File: config.mk
export PLATFORM = sky130hd
export DESIGN_NAME = seq_mult_unit
export DESIGN_NICKNAME = d
export VERILOG_FILES = /design/src/rtl/seq_mult_unit_pkg.sv /design/src/rtl/seq_mult_unit_cla.sv /design/src/rtl/seq_mult_unit.sv
export SDC_FILE = /design/constraint.sdc
export NUM_CORES = 1
export LEC_CHECK = 0
export BUFFER_PORTS_ARGS = -buffer_cell sky130_fd_sc_hd__buf_2
export CORE_ASPECT_RATIO = 0.9
export CORE_MARGIN = 2
export CORE_UTILIZATION = 40
export CTS_CLUSTER_DIAMETER = 120
export DETAILED_ROUTE_END_ITERATION = 6
export SLEW_MARGIN = 20
export SYNTH_ARGS = -nofsm -noshare
export SYNTH_HDL_FRONTEND = slang
export SYNTH_SLANG_ARGS = --single-unit
export TNS_END_PERCENT = 10
File: constraint.sdc
create_clock -name clk -period 10.4 [get_ports clk]
set_clock_uncertainty 0.1 [all_clocks]
set_input_delay 3.12 -clock clk [delete_from_list [all_inputs] [get_ports clk]]
set_output_delay 3.12 -clock clk [all_outputs]
set_load 0.03 [all_outputs]
File: src/rtl/seq_mult_unit_pkg.sv
// Shared definitions for the sequential multiplier slice.
//   DEF_WIDTH : default operand width (product is 2*WIDTH bits)
//   state_t   : FSM state encoding (IDLE/CALC/SIGN/DONE)
//   cnt_width : iteration counter width, clog2(WIDTH)+1
package seq_mult_unit_pkg;

    localparam int unsigned DEF_WIDTH = 32;

    typedef enum logic [1:0] {
        IDLE = 2'd0,
        CALC = 2'd1,
        SIGN = 2'd2,
        DONE = 2'd3
    } state_t;

    function automatic int unsigned cnt_width(input int unsigned w);
        return $clog2(w) + 1;
    endfunction

endpackage

File: src/rtl/seq_mult_unit_cla.sv
// Carry-lookahead adder built from 4-bit lookahead carry cells.
// cla_carry4  : 4-bit lookahead carry cell
//   p, g      : per-bit propagate / generate
//   cin       : carry into bit 0 of the group
//   c         : carries into bits 1..3 of the group
//   gg, pg    : group generate / group propagate
// cla_adder_w : WIDTH-bit adder (WIDTH multiple of 4)
//   a, b, cin : operands and carry-in
//   sum, cout : result and carry-out
module cla_carry4 (
    input  logic [3:0] p,
    input  logic [3:0] g,
    input  logic       cin,
    output logic [2:0] c,
    output logic       gg,
    output logic       pg
);
    always_comb begin
        c[0] = g[0] | (p[0] & cin);
        c[1] = g[1] | (p[1] & g[0]) | (p[1] & p[0] & cin);
        c[2] = g[2] | (p[2] & g[1]) | (p[2] & p[1] & g[0])
             | (p[2] & p[1] & p[0] & cin);
        gg   = g[3] | (p[3] & g[2]) | (p[3] & p[2] & g[1])
             | (p[3] & p[2] & p[1] & g[0]);
        pg   = &p;
    end
endmodule

module cla_adder_w #(
    parameter int unsigned WIDTH = 32
) (
    input  logic [WIDTH-1:0] a,
    input  logic [WIDTH-1:0] b,
    input  logic             cin,
    output logic [WIDTH-1:0] sum,
    output logic             cout
);
    localparam int unsigned NG = WIDTH / 4;

    logic [WIDTH-1:0] p;
    logic [WIDTH-1:0] g;
    logic [WIDTH-1:0] bit_c;   // carry into each bit
    logic [NG:0]      grp_c;   // carry into each 4-bit group

    assign p        = a ^ b;
    assign g        = a & b;
    assign grp_c[0] = cin;

    for (genvar gi = 0; gi < NG; gi++) begin : g_grp
        logic [2:0] c_in_grp;
        logic       gg;
        logic       pg;

        cla_carry4 u_cell (
            .p   (p[4*gi +: 4]),
            .g   (g[4*gi +: 4]),
            .cin (grp_c[gi]),
            .c   (c_in_grp),
            .gg  (gg),
            .pg  (pg)
        );

        assign bit_c[4*gi +: 4] = {c_in_grp, grp_c[gi]};
        assign grp_c[gi+1]      = gg | (pg & grp_c[gi]);
    end

    assign sum  = p ^ bit_c;
    assign cout = grp_c[NG];
endmodule

File: src/rtl/seq_mult_unit.sv
// Radix-2 shift-add multiplier for MIPS mult/multu.
//   clk, reset_n : clock, asynchronous active-low reset
//   start        : request a multiply (sampled only in IDLE)
//   is_signed    : 1 = two's complement, 0 = unsigned
//   a, b         : multiplicand / multiplier
//   busy         : high in CALC, SIGN, DONE
//   done         : one-cycle pulse when hi/lo are updated
//   hi, lo       : product halves, held until the next result
module seq_mult_unit
    import seq_mult_unit_pkg::*;
#(
    parameter int unsigned WIDTH = DEF_WIDTH
) (
    input  logic             clk,
    input  logic             reset_n,
    input  logic             start,
    input  logic             is_signed,
    input  logic [WIDTH-1:0] a,
    input  logic [WIDTH-1:0] b,
    output logic             busy,
    output logic             done,
    output logic [WIDTH-1:0] hi,
    output logic [WIDTH-1:0] lo
);
    localparam int unsigned CW = cnt_width(WIDTH);

    state_t            state_q, state_d;
    logic              neg_q;
    logic [WIDTH-1:0]  m_q;
    logic [WIDTH-1:0]  q_q;
    logic [WIDTH-1:0]  acc_q;
    logic [CW-1:0]     cnt_q;
    logic              done_q;
    logic [WIDTH-1:0]  hi_q, lo_q;

    logic [WIDTH-1:0]   addend;
    logic [WIDTH-1:0]   sum;
    logic               cout;
    logic [2*WIDTH-1:0] prod;
    logic               last_iter;

    assign addend    = q_q[0] ? m_q : '0;
    assign prod      = {acc_q, q_q};
    assign last_iter = (cnt_q == CW'(WIDTH - 1));

    cla_adder_w #(.WIDTH(WIDTH)) u_add (
        .a    (acc_q),
        .b    (addend),
        .cin  (1'b0),
        .sum  (sum),
        .cout (cout)
    );

    always_ff @(posedge clk or negedge reset_n) begin
        if (!reset_n) state_q <= IDLE;
        else          state_q <= state_d;
    end

    always_comb begin
        state_d = state_q;
        case (state_q)
            IDLE:    if (start) state_d = CALC;
            CALC:    if (last_iter) state_d = SIGN;
            SIGN:    state_d = DONE;
            DONE:    state_d = IDLE;
            default: state_d = IDLE;
        endcase
    end

    always_ff @(posedge clk or negedge reset_n) begin
        if (!reset_n) begin
            neg_q  <= 1'b0;
            m_q    <= '0;
            q_q    <= '0;
            acc_q  <= '0;
            cnt_q  <= '0;
            done_q <= 1'b0;
            hi_q   <= '0;
            lo_q   <= '0;
        end else begin
            done_q <= 1'b0;
            case (state_q)
                IDLE: if (start) begin
                    neg_q <= is_signed & (a[WIDTH-1] ^ b[WIDTH-1]);
                    // -2^(W-1) negates to itself, which reads correctly as unsigned
                    m_q   <= (is_signed && a[WIDTH-1]) ? -a : a;
                    q_q   <= (is_signed && b[WIDTH-1]) ? -b : b;
                    acc_q <= '0;
                    cnt_q <= '0;
                end
                CALC: begin
                    // {cout,sum,Q} >> 1; the accumulator's top bit is always zero
                    // after the shift, so it is not stored
                    acc_q <= {cout, sum[WIDTH-1:1]};
                    q_q   <= {sum[0], q_q[WIDTH-1:1]};
                    cnt_q <= cnt_q + CW'(1);
                end
                SIGN: if (neg_q) {acc_q, q_q} <= -prod;
                DONE: begin
                    hi_q   <= acc_q;
                    lo_q   <= q_q;
                    done_q <= 1'b1;
                end
                default: ;
            endcase
        end
    end

    assign busy = (state_q != IDLE);
    assign done = done_q;
    assign hi   = hi_q;
    assign lo   = lo_q;
endmodule
Word level (Yosys, flattened, before mapping)
Cells that the tools add are included.

Multiplexer cells: 15. Bitwise gates (word level): 195. Add/subtract/negate cells: 4. Eq/ne operators: 7. Reductions and logical operators: 17.

Operator list (count): two-way mux 32 bit (7); case mux 32 bit (3 select lines) (2); AND 1 bit (115); OR 1 bit (76); negation 32 bit (2); negation 64 bit (1); bitwise XOR 32 bit (2); AND 32 bit (1); AND reduction 4 bit (7); case mux 6 bit (2 select lines) (1); case mux 2 bit (4 select lines) (1); adder 6 x 1 -> 6 bit (second input constant) (1); == test 6 x 5 -> 1 bit (second input constant) (1); two-way mux 6 bit (1); inequality test 2 bit (second input constant) (3); AND reduction 2 bit (3); == test 2 bit (second input constant) (2); two-way mux 2 bit (2); nonzero test 2 bit (2); AND reduction 3 bit (1); nonzero test 3 bit (1); == test 2 x 1 -> 1 bit (second input constant) (1); logical AND 1 bit (2); zero test 2 bit (1); other kinds (2) (2).

Register bits after elaboration: 170. Logic and storage cells: 247.

Logic depth before layout (Yosys ltp)
Word-level depth: 22. Gate-level depth with buffers: 14. Depth with buffers taken out: 13.

By module
From an unflattened synthesis, not the netlist that was laid out.

Cells, all modules: 1283. Area, all modules: 11377.2 um2.

Modules (own cells, without submodules): seq_mult_unit (area an instance 10082.2 um2, cells an instance 1104, instances 1); cla_adder_w (area an instance 814.5 um2, cells an instance 83, instances 1); cla_carry4 (area an instance 60.1 um2, cells an instance 12, instances 8).

Least setup slack after synthesis
No wires, ideal clock.

Path type: input to register. Start point: input port b[12]. End point: register q_q[29]. Stages: 8. Setup time: 0.144 ns. Arrival time: 5.264 ns. Slack: 4.892 ns. Cells stage by stage: or3_1 > or3_1 > or4_1 > nor2_1 > nand3_1 > o41ai_1 > xor2_1 > a21boi_0.

Cells in the longest elaborated chain, start to end: 4.

Ends and longest elaborated chain: from (decl) (RTL line seq_mult_unit.sv:19) `input logic [WIDTH-1:0] b,`; negation 32 bit (RTL line seq_mult_unit.sv:87) `q_q <= (is_signed && b[WIDTH-1]) ? -b : b;`; two-way mux 32 bit (RTL line seq_mult_unit.sv:87); two-way mux 32 bit (RTL line seq_mult_unit.sv:83) `IDLE: if (start) begin`; case mux 32 bit (3 select lines) (RTL line seq_mult_unit.sv:82) `case (state_q)`; to (signal assigned) (RTL line seq_mult_unit.sv:87); to (signal assigned) (RTL line seq_mult_unit.sv:95) `q_q <= {sum[0], q_q[WIDTH-1:1]};`; to (signal assigned) (RTL line seq_mult_unit.sv:98) `SIGN: if (neg_q) {acc_q, q_q} <= -prod;`; to (decl) (RTL line seq_mult_unit.sv:30) `logic [WIDTH-1:0] q_q;`.

No other way between the ends. The select of a mux whose other input is x is not followed. A chain may end at the register's enable or synchronous reset.

Worst setup path after layout
Same ends and word-level chain as after synthesis.

==> impl_metrics.prom <==
# TYPE chip_impl_metric gauge
chip_impl_metric{name="slew_headroom",unit=""} 0.310
chip_impl_metric{name="finish.cell_count_without_fillers",unit=""} 1672
chip_impl_metric{name="nets",unit=""} 1421
chip_impl_metric{name="met3_routed_wl",unit="microns"} 1600
chip_impl_metric{name="cts_buffers",unit=""} 17
chip_impl_metric{name="holdBufCountCts",unit=""} 0
chip_impl_metric{name="viasPerCell",unit=""} 5.76
chip_impl_metric{name="wirelength",unit="microns"} 31000
chip_impl_info{name="worstSetupEndpointType",value="flop"} 1
chip_impl_info{name="synth_area_leaders",value="dfrtp_1, mux2_2, o21ai_0"} 1
chip_impl_metric{name="vdd_ir_drop_max",unit="uV"} 180
chip_impl_metric{name="diodes",unit=""} 0
chip_impl_metric{name="async_flop_share",unit=""} 1.00
chip_impl_metric{name="floorplan.initialDensity",unit=""} 0.409
chip_impl_metric{name="timing_worst_slew_pin_value",unit="ns"} 1.03
chip_impl_metric{name="grt_overflow_total",unit=""} 0
chip_impl_metric{name="timing.final.crit_share",unit=""} 0.528
chip_impl_info{name="top_signal_layer_used",value="met4"} 1
chip_impl_info{name="critPathLaunchType",value="input pin"} 1
chip_impl_metric{name="critical_path_required",unit="ns"} 10.55
chip_impl_metric{name="synth_warnings",unit=""} 0
chip_impl_info{name="outcome",value="completed"} 1
chip_impl_metric{name="power_density",unit="nW/um^2"} 309
chip_impl_metric{name="maximum_number_of_pins_on_one_net_before_global_route_repair",unit=""} 111
chip_impl_metric{name="synth_seq_area_share",unit=""} 0.383
chip_impl_info{name="crit_path_cell_trace",value="buf_2, or3_1, or3_1, or4_1, nor2_1, nand3_1, o41ai_1, xor2_1, a21boi_0"} 1
chip_impl_metric{name="num_io_pins",unit=""} 134
chip_impl_info{name="min-delay-path-class",value="flop to flop"} 1
chip_impl_metric{name="period_minus_slack",unit="ns"} 5.50
chip_impl_metric{name="slew_violations",unit=""} 0
chip_impl_info{name="critPathTopFamily",value="simple AND/OR/NAND/NOR gates"} 1
chip_impl_metric{name="placeableCoreArea",unit="sq um"} 27200
chip_impl_info{name="most_used_standard_cell_by_instance_count_after_synthesis",value="dfrtp_1"} 1
chip_impl_metric{name="routed-wl-met2",unit="microns"} 13400
chip_impl_info{name="critical_path.most_common_cell",value="or3_1"} 1
chip_impl_metric{name="vert_die_dim",unit="microns"} 162
chip_impl_info{name="netlist.top_cell.by_area",value="dfrtp_1"} 1
chip_impl_metric{name="cellLeakagePower",unit="nW"} 5.65
chip_impl_metric{name="drt.antenna.violating_nets",unit=""} 0
chip_impl_info{name="ys.flop_type",value="dfrtp_1"} 1
chip_impl_metric{name="design.die.area",unit="sq um"} 29100
chip_impl_metric{name="synth_cells",unit=""} 1211
chip_impl_metric{name="fmax",unit="GHz"} 0.182
chip_impl_metric{name="wl_met1",unit="microns"} 15500
chip_impl_metric{name="final-setup-viol-count",unit=""} 0
chip_impl_metric{name="post-route-drc-count",unit=""} 0
chip_impl_metric{name="numClockSinks",unit=""} 170
chip_impl_metric{name="timing_hold_violations_final",unit=""} 0
chip_impl_metric{name="post-cts-setup-buffer-count",unit=""} 0
chip_impl_metric{name="finalCoreUtilization",unit=""} 0.466
chip_impl_metric{name="avg_cell_area_syn",unit="sq um"} 9.17
chip_impl_metric{name="synth_area",unit="sq um"} 11100
chip_impl_info{name="crit_slowest_cell",value="or4_1"} 1
chip_impl_metric{name="htree_num_levels",unit=""} 4
chip_impl_metric{name="synth_cell_types",unit=""} 70
chip_impl_metric{name="routed-via-count",unit=""} 9626
chip_impl_metric{name="antenna_found_initial",unit=""} 0
chip_impl_metric{name="final_cell_area",unit="sq um"} 12700
chip_impl_metric{name="synth_enable_flop_cells",unit=""} 0
chip_impl_metric{name="dr.pass1.iters",unit=""} 5
chip_impl_metric{name="fp.dieW",unit="microns"} 180
chip_impl_info{name="most_frequent_cells_after_synthesis",value="dfrtp_1, nand2_1, o21ai_0, nor2_1, a21oi_1"} 1
chip_impl_info{name="cts_tree",value="done"} 1
chip_impl_metric{name="synthesis.nets",unit=""} 1327
chip_impl_metric{name="cts_repair_resize_count",unit=""} 0
chip_impl_info{name="timing.setup.critical_path_class",value="input pin to flop"} 1
chip_impl_metric{name="first_global_vias",unit=""} 9160
chip_impl_metric{name="fill_cells",unit=""} 2593
chip_impl_metric{name="drt_first_iter_violations",unit=""} 707
chip_impl_metric{name="routed_wire_length_per_instance",unit="microns"} 18.5
chip_impl_metric{name="cpPeakStageDelay",unit="ns"} 0.47
chip_impl_metric{name="first_pass_grt_wire_length",unit="microns"} 50500
chip_impl_metric{name="postSynthRegisterBits",unit=""} 170
chip_impl_metric{name="numPortBuffers",unit=""} 133
chip_impl_metric{name="synth_top_area_frac",unit=""} 0.383
chip_impl_info{name="rsz0062_at_grt",value="false"} 1
chip_impl_metric{name="insertion_delay",unit="ns"} 0.44
chip_impl_metric{name="place_area",unit="sq um"} 12100
chip_impl_metric{name="cp_data_arrival_time",unit="ns"} 5.65
chip_impl_metric{name="maxCapViolations",unit=""} 0
chip_impl_metric{name="clkTransAtPathRegs",unit="ns"} 0.07
chip_impl_metric{name="total_routing_resource_utilization_after_global_routing",unit=""} 0.214
chip_impl_metric{name="area_growth_synth_to_finish",unit="%"} 14.1
chip_impl_metric{name="gp_routability_congestion",unit=""} 0.889
chip_impl_metric{name="clockBufferDepth",unit=""} 2
chip_impl_info{name="cts_root_buffer",value="clkbuf_16"} 1
chip_impl_metric{name="rows",unit=""} 57
chip_impl_metric{name="detailed_place_hpwl",unit="microns"} 22000
chip_impl_metric{name="finalSetupTns",unit="ns"} 0
chip_impl_metric{name="crit_path_max_fanout",unit=""} 5
chip_impl_metric{name="layout_cells_sized_above_1",unit=""} 0.197
chip_impl_metric{name="cp.buffers_inverters",unit=""} 1
chip_impl_metric{name="placed_cells_incl_taps",unit=""} 1640
[tightest hold or removal path: cells and delay by family, from the launching register on]
kind             cells  cell delay, ns
AO/OA/AOI/OAI        1            0.06
AND/OR/NAND/NOR      1            0.04
flip-flops           1            0.34
[final cells by class]
type / count / area (sq um) / share of cell area
Multi-Input combinational cell: 948 / 6530 / 0.515
Timing Repair Buffer: 142 / 742 / 0.0585
Clock buffer: 18 / 429 / 0.0339
Sequential cell: 170 / 4250 / 0.336
Clock inverter: 14 / 183 / 0.0144
Tap cell: 354 / 443 / 0.0349
Inverter: 26 / 97.6 / 0.00770
[sequential cells by signal (all words and copies together), names as in the netlist]
register and cells:
neg_q 1, cnt_q 6, done 1, hi 32, acc_q 32, state_q 2, m_q 32, q_q 32
lo 32
[worst paths after layout]
kind                         start         to  slack [ns]  cells after the start
max                          b[12]    q_q[29]        4.90                      9
min in group asynchronous  reset_n   cnt_q[3]        2.71                      1
max reg2reg                 q_q[0]  acc_q[28]        6.29                     14
min reg2reg                m_q[16]    m_q[16]        0.37                      2
min                        m_q[16]    m_q[16]        0.37                      2
max in group asynchronous  reset_n  acc_q[29]        6.15                      2
[per-stage QoR]
step	hold slack [ns]	setup slack, ns	power, mW
6_report	0.371	4.90	3.91
5_1_grt	0.414	4.70	4.20
4_1_cts	0.380	4.92	3.92
3_5_place_dp	0.364	4.47	3.24
3_3_place_gp	0.353	4.53	3.20
2_1_floorplan	0.338	4.89	2.65
[metal layers]
layer	vias up	track usage
met5	-	0
li1	4639	-
met3	25	0.0258
met1	4674	0.331
met4	0	0.0543
met2	288	0.316
[placed cells by master, fill, tap and decap left out, types with 15 or more instances in the layout]
master     Yosys  routed
nor2_1        79      78
nor4_1        16      16
nand2_1      118     118
a21oi_1       75      75
and2_1        40      40
dfrtp_1      170     170
a211oi_1      15      15
ha_1          40      39
xor2_1        50      50
or3_1         21      20
nor3_1        41      40
buf_2          0     132
o31ai_1       15      15
mux2_2        64      64
inv_1         25      25
clkbuf_16      0      17
o21ai_0      101     101
xnor2_1       46      46
a31oi_1       15      15
nand3_1       17      17
[power breakdown]
group          leakage [nW]  switching [mW]  total (mW)  internal, mW
Sequential             2.16           0.297        1.24         0.946
Clock                 0.289           0.295       0.679         0.384
Combinational          3.20            1.24        1.99         0.753
Total                  5.65            1.83        3.91          2.08
[kinds of logic (layout without fill, tap and decap cells)]
family	after synthesis	count (layout)	share of synthesized area
multiplexers	74	74	0.0739
AO/OA/AOI/OAI	339	339	0.196
XOR/XNOR	96	96	0.0757
buffers and inverters	93	200	0.0314
AND/OR/NAND/NOR	391	391	0.181
flip-flops	170	170	0.383
adder cells (fa/ha/maj)	48	48	0.0595
Note: power is estimated with default switching activity, not from simulation.
